**src/rtl/riscv_hazard_control.sv**
```systemverilog
// riscv_hazard_control: redirect/flush and load-use stall control for a 5-stage RISC-V pipeline.
//
// Purpose:
//   Resolves branches/jumps in EX and raises pc_src + flush. Detects load-use hazards between
//   EX and ID and raises stall + bubble. A small FSM (IDLE/FLUSH/STALL) stretches flush for
//   FLUSH_STAGES cycles and stall for LOAD_STALL_CYCLES cycles.
//
// Ports:
//   clk, rst_n                 clock, asynchronous active-low reset
//   ex_valid                   EX instruction valid
//   ex_opcode, ex_func3        EX instruction decode fields
//   ex_rs1_data, ex_rs2_data   forwarded branch operands (XLEN)
//   ex_is_load, ex_rd          EX load flag and destination register
//   id_rs1, id_rs2             ID source registers
//   id_uses_rs1, id_uses_rs2   ID source actually read
//   pc_src                     select redirect target (one cycle per redirect)
//   flush                      kill IF/ID and ID/EX
//   stall, bubble              hold PC and IF/ID, insert NOP into ID/EX
//   stall_cnt, flush_cnt       performance counters (CNT_W)
//
// Configuration:
//   HAZARD_PERF_CNT_EN  when defined, stall_cnt counts stall cycles and flush_cnt counts
//                       redirects, both saturating; when undefined both are tied to zero.

module riscv_hazard_control #(
  parameter int unsigned XLEN              = 32,
  parameter int unsigned FLUSH_STAGES      = 2,
  parameter int unsigned LOAD_STALL_CYCLES = 1,
  parameter int unsigned CNT_W             = 16
) (
  input  logic             clk,
  input  logic             rst_n,
  input  logic             ex_valid,
  input  logic [6:0]       ex_opcode,
  input  logic [2:0]       ex_func3,
  input  logic [XLEN-1:0]  ex_rs1_data,
  input  logic [XLEN-1:0]  ex_rs2_data,
  input  logic             ex_is_load,
  input  logic [4:0]       ex_rd,
  input  logic [4:0]       id_rs1,
  input  logic [4:0]       id_rs2,
  input  logic             id_uses_rs1,
  input  logic             id_uses_rs2,
  output logic             pc_src,
  output logic             flush,
  output logic             stall,
  output logic             bubble,
  output logic [CNT_W-1:0] stall_cnt,
  output logic [CNT_W-1:0] flush_cnt
);

  localparam logic [6:0] OpBranch = 7'b1100011;
  localparam logic [6:0] OpJal    = 7'b1101111;
  localparam logic [6:0] OpJalr   = 7'b1100111;

  localparam logic [1:0] FlushInit = 2'(FLUSH_STAGES - 1);
  localparam logic [1:0] StallInit = 2'(LOAD_STALL_CYCLES - 1);

  typedef enum logic [1:0] {StIdle, StFlush, StStall} state_e;

  state_e     state_q, state_d;
  logic [1:0] cnt_q, cnt_d;

  logic eq, lt, ltu, br_taken, redirect, hazard;
  logic pc_src_c, flush_c, stall_c;

  // Branch comparison over the full operand width
  assign eq  = (ex_rs1_data == ex_rs2_data);
  assign lt  = ($signed(ex_rs1_data) < $signed(ex_rs2_data));
  assign ltu = (ex_rs1_data < ex_rs2_data);

  always_comb begin
    br_taken = 1'b0;
    unique case (ex_func3)
      3'b000:  br_taken = eq;
      3'b001:  br_taken = !eq;
      3'b100:  br_taken = lt;
      3'b101:  br_taken = !lt;
      3'b110:  br_taken = ltu;
      3'b111:  br_taken = !ltu;
      default: br_taken = 1'b0;
    endcase
  end

  assign redirect = ex_valid &&
                    ((ex_opcode == OpJal) || (ex_opcode == OpJalr) ||
                     ((ex_opcode == OpBranch) && br_taken));

  assign hazard = ex_valid && ex_is_load && (ex_rd != 5'd0) &&
                  ((id_uses_rs1 && (id_rs1 == ex_rd)) || (id_uses_rs2 && (id_rs2 == ex_rd)));

  always_comb begin
    state_d  = state_q;
    cnt_d    = cnt_q;
    pc_src_c = 1'b0;
    flush_c  = 1'b0;
    stall_c  = 1'b0;
    unique case (state_q)
      StIdle: begin
        if (redirect) begin
          pc_src_c = 1'b1;
          flush_c  = 1'b1;
          state_d  = (FLUSH_STAGES > 1) ? StFlush : StIdle;
          cnt_d    = FlushInit;
        end else if (hazard) begin
          stall_c = 1'b1;
          state_d = (LOAD_STALL_CYCLES > 1) ? StStall : StIdle;
          cnt_d   = StallInit;
        end
      end
      StStall: begin
        // A redirect aborts the stall; hazards are not re-evaluated here
        if (redirect) begin
          pc_src_c = 1'b1;
          flush_c  = 1'b1;
          state_d  = (FLUSH_STAGES > 1) ? StFlush : StIdle;
          cnt_d    = FlushInit;
        end else begin
          stall_c = 1'b1;
          cnt_d   = cnt_q - 2'd1;
          if (cnt_q == 2'd1) state_d = StIdle;
        end
      end
      StFlush: begin
        // Wrong-path instructions: all EX/ID inputs ignored
        flush_c = 1'b1;
        cnt_d   = cnt_q - 2'd1;
        if (cnt_q == 2'd1) state_d = StIdle;
      end
      default: begin
        state_d = StIdle;
        cnt_d   = 2'd0;
      end
    endcase
  end

  always_ff @(posedge clk or negedge rst_n) begin
    if (!rst_n) begin
      state_q <= StIdle;
      cnt_q   <= 2'd0;
    end else begin
      state_q <= state_d;
      cnt_q   <= cnt_d;
    end
  end

  // Reset masks the combinational outputs too, so inputs cannot leak through during reset
  assign pc_src = rst_n && pc_src_c;
  assign flush  = rst_n && flush_c;
  assign stall  = rst_n && stall_c;
  assign bubble = rst_n && stall_c;

`ifdef HAZARD_PERF_CNT_EN
  logic [CNT_W-1:0] stall_cnt_q, flush_cnt_q;

  always_ff @(posedge clk or negedge rst_n) begin
    if (!rst_n) begin
      stall_cnt_q <= '0;
      flush_cnt_q <= '0;
    end else begin
      if (stall_c && (stall_cnt_q != '1)) stall_cnt_q <= stall_cnt_q + 1'b1;
      if (pc_src_c && (flush_cnt_q != '1)) flush_cnt_q <= flush_cnt_q + 1'b1;
    end
  end

  assign stall_cnt = stall_cnt_q;
  assign flush_cnt = flush_cnt_q;
`else
  assign stall_cnt = '0;
  assign flush_cnt = '0;
`endif

endmodule
```
**config.mk**
```make
export PLATFORM = sky130hd
export DESIGN_NAME = riscv_hazard_control
export DESIGN_NICKNAME = d
export VERILOG_FILES = /design/src/rtl/riscv_hazard_control.sv
export SDC_FILE = /design/constraint.sdc
export NUM_CORES = 1
export LEC_CHECK = 0
export ABC_CLOCK_PERIOD_IN_PS = 3400
export BUFFER_PORTS_ARGS = -buffer_cell sky130_fd_sc_hd__buf_2
export CELL_PAD_IN_SITES_DETAIL_PLACEMENT = 0
export CELL_PAD_IN_SITES_GLOBAL_PLACEMENT = 1
export CORE_MARGIN = 2
export CORE_UTILIZATION = 26
export DETAILED_ROUTE_END_ITERATION = 6
export GPL_ROUTABILITY_DRIVEN = 0
export GPL_TIMING_DRIVEN = 0
export HOLD_SLACK_MARGIN = 0.03
export PLACE_DENSITY_LB_ADDON = 0.05
export SKIP_LAST_GASP = 1
export SLEW_MARGIN = 5
export SYNTH_ARGS = -nofsm -noshare
export SYNTH_HDL_FRONTEND = slang
export SYNTH_SLANG_ARGS = --single-unit
export TNS_END_PERCENT = 20
```
**constraint.sdc**
```tcl
create_clock -name clk -period 3.4 [get_ports clk]
set_input_delay 0.34 -clock clk [delete_from_list [all_inputs] [get_ports clk]]
set_output_delay 0.34 -clock clk [all_outputs]
set_load 0.01 [all_outputs]
```
==> out/results.ini <==
[sta]
fmax_mhz=319.7
finClkSkew_ns=0.002431
rsz0062_at_grt=no
finalSetupViolCount=0
final.period_utilization_pct=92.01
finalSetupTns_ns=0
final_hold_viol_count=0
slew_viol_final=0
post-route-min-period_ns=3.128

[global_routing]
use_met1_pct=13.24
met2_usage_pct=19.51
grt.busiest_layer=met2
antenna_found_initial=0
grt_overflow=0
grt_pass1_vias=1454
grt_max_degree=10
use_met3_pct=1.209
track_usage_pct=10.53
grt_pass1_wl_mm=5.844

[synth]
yosys.area.top_type=ha_1
syn_area_per_cell_um2=7.567
yosysWarnings=0
async_reset_ff_share_pct=100.0
synthFlopType=dfrtp_1
yosysUniqueCellTypes=42
synth_top_area_share_pct=26.23
syn-instance-count=208
synth-edff-count=0
synth_area_leaders=ha_1 26%, buf_4 16%, inv_1 8.8%
syn_area_mm2=0.001574
ys_ff_latch=4
ys_seq_area_share_pct=6.359

[critical_path]
crit_chain=buf_2 > inv_1 > ha_1 > nand4_2 > or4_4 > or3_1 > nor4bb_1 > nor4_4 > and3b_1 > buf_4 > buf_2
r2r_start=state_q[0]
crit_family=simple AND/OR/NAND/NOR gates
cp_common_cell=buf_2
cp-startpoint=ex_rs2_data[31]
end_kind=output pin
cp_num_buf_inv=4
critPathArrivalTime_ns=2.79
cpMaxStageDelayCell=or4_4
path_class=primary input to output pin
max_stage_delay_ns=0.52
worst-r2r-setup-slack_ns=2.09
cp_max_fo=7
crit_path_start_kind=primary input
crit_required_ns=3.06

[floorplanning]
dieArea_mm2=0.006692
rows=28
die_h_um=81.81
die_w_um=81.81
ios=131
initial_utilization_pct=26.74
core_area_mm2=0.005886

[routing]
wirelength_mm=3.740
viasPerCell=3.988
vias=1659
drt_first_iter_violations=29
firstDrtPassIters=4
drc_errors=0
ant_nets=0
wl_per_cell_um=8.990

[cells_and_area]
syn2layout_area_growth_pct=47.77
diodes=0
fill_cells=670
final_cells=416
nNetsFinal=471
post-route-util_pct=39.52
layout-drive-gt1-share_pct=41.35

[placed_design]
port_buffers=98
placedCellCount=412
hpwl_mm=3.525

[clocking]
clock-sinks=4
cts_setup_buffers=0
clockBufferDepth=2
clk_pin_slew_ns=0.03
clk_latency_ns=0.21
ctsResizeCount=0
cts_made_buffers=3
cts_tree=built
holdBufCountCts=1
root_buffer=clkbuf_8
cts-htree-levels=1

[run]
maxCapViolCount=0

[power]
p_total_uw=428.9
power_leakage_uw=0.001413
vdd_drop_max_mv=0.2661
powerDensity_mw_per_mm2=184.4

[hold_path]
hp-class=primary input to async pin

[outcome]
status=complete, no violations

-- cell families after synthesis --
kind of cell | after synthesis | share of synthesized area [%]
fa+ha+maj | 33 | 26.23
flops | 4 | 6.360
buf+inv | 71 | 24.80
compound gates | 35 | 14.55
other cells | 1 | 0.2382
xor+xnor | 11 | 6.121
mux | 1 | 0.7154
simple gates | 52 | 20.99
-- report_power, final --
group / internal [µW] / switching (µW)
clock: 75.3 / 22.5
sequential: 60.6 / 7.18
combinational: 140 / 124
-- flip-flops by register name, summed over array words and instances (netlist names) --
name	flops
state_q	2
cnt_q	2
-- routing by layer --
metal	up-vias	part of all wire (%)
li1	925	-
met1	669	43
met2	65	48
met3	0	8.6
met4	0	0
met5	-	0
-- path summary, 6_finish.rpt --
kind                            cells past startpoint        to
worst max-delay path                               11     stall
worst min-delay path                                2  cnt_q[1]
worst max register to register                      5  cnt_q[1]
worst min register to register                      2  cnt_q[0]
max in group asynchronous                           2  cnt_q[0]
min in group clk                                    2  cnt_q[0]
-- Yosys cell counts, types with 3 or more instances --
library cell  number
nand4_1            8
nand2_1           11
a21oi_1           15
nand3_1            6
inv_1             37
xnor2_1            3
buf_4             33
xor2_1             8
nor2_1             6
dfrtp_1            4
ha_1              33
o21ai_0            3
-- worst register-to-register path, stage by stage (launching register included) --
cell	delay, ns
dfrtp_1	0.34
buf_1	0.21
or2_2	0.34
a32oi_1	0.14
nor2_1	0.07
o21a_1	0.09
-- metrics by stage --
| step | setup slack (ns) | hold slack (ns) | area [µm²] |
|---|---|---|---|
| 5_1_grt | 0.1036 | 0.4746 | 2326 |
| 3_5_place_dp | 0.2211 | 0.1630 | 2275 |
| 6_report | 0.2718 | 0.4751 | 2326 |
| 3_3_place_gp | 0.2363 | 0.1655 | 2275 |
| 4_1_cts | 0.2190 | 0.4669 | 2326 |
| 2_1_floorplan | 0.5802 | 0.04441 | 1690 |
-- placed cells by master (no fill, tap or decap), types with 3 or more instances in the layout --
cell / synthesis / layout
a21oi_1: 15 / 15
buf_2: 0 / 98
buf_4: 33 / 33
clkbuf_8: 0 / 3
conb_1: 1 / 32
dfrtp_1: 4 / 4
ha_1: 33 / 33
inv_1: 37 / 37
nand2_1: 11 / 11
nand3_1: 6 / 6
nand4_1: 8 / 8
nor2_1: 6 / 6
o21ai_0: 3 / 3
xnor2_1: 3 / 3
xor2_1: 8 / 8
-- layout make-up --
cell class              count  area, µm²  area share (%)
well taps                  75      93.84           4.034
multi-input cells         164       1200           51.59
repair buffers             99      500.5           21.52
clock buffers               3      41.29           1.775
flip-flops and latches      4      100.1           4.303
plain buffers              34      251.5           10.81
inverters                  37      138.9           5.971
No activity file was read; power rests on OpenSTA's default activity.
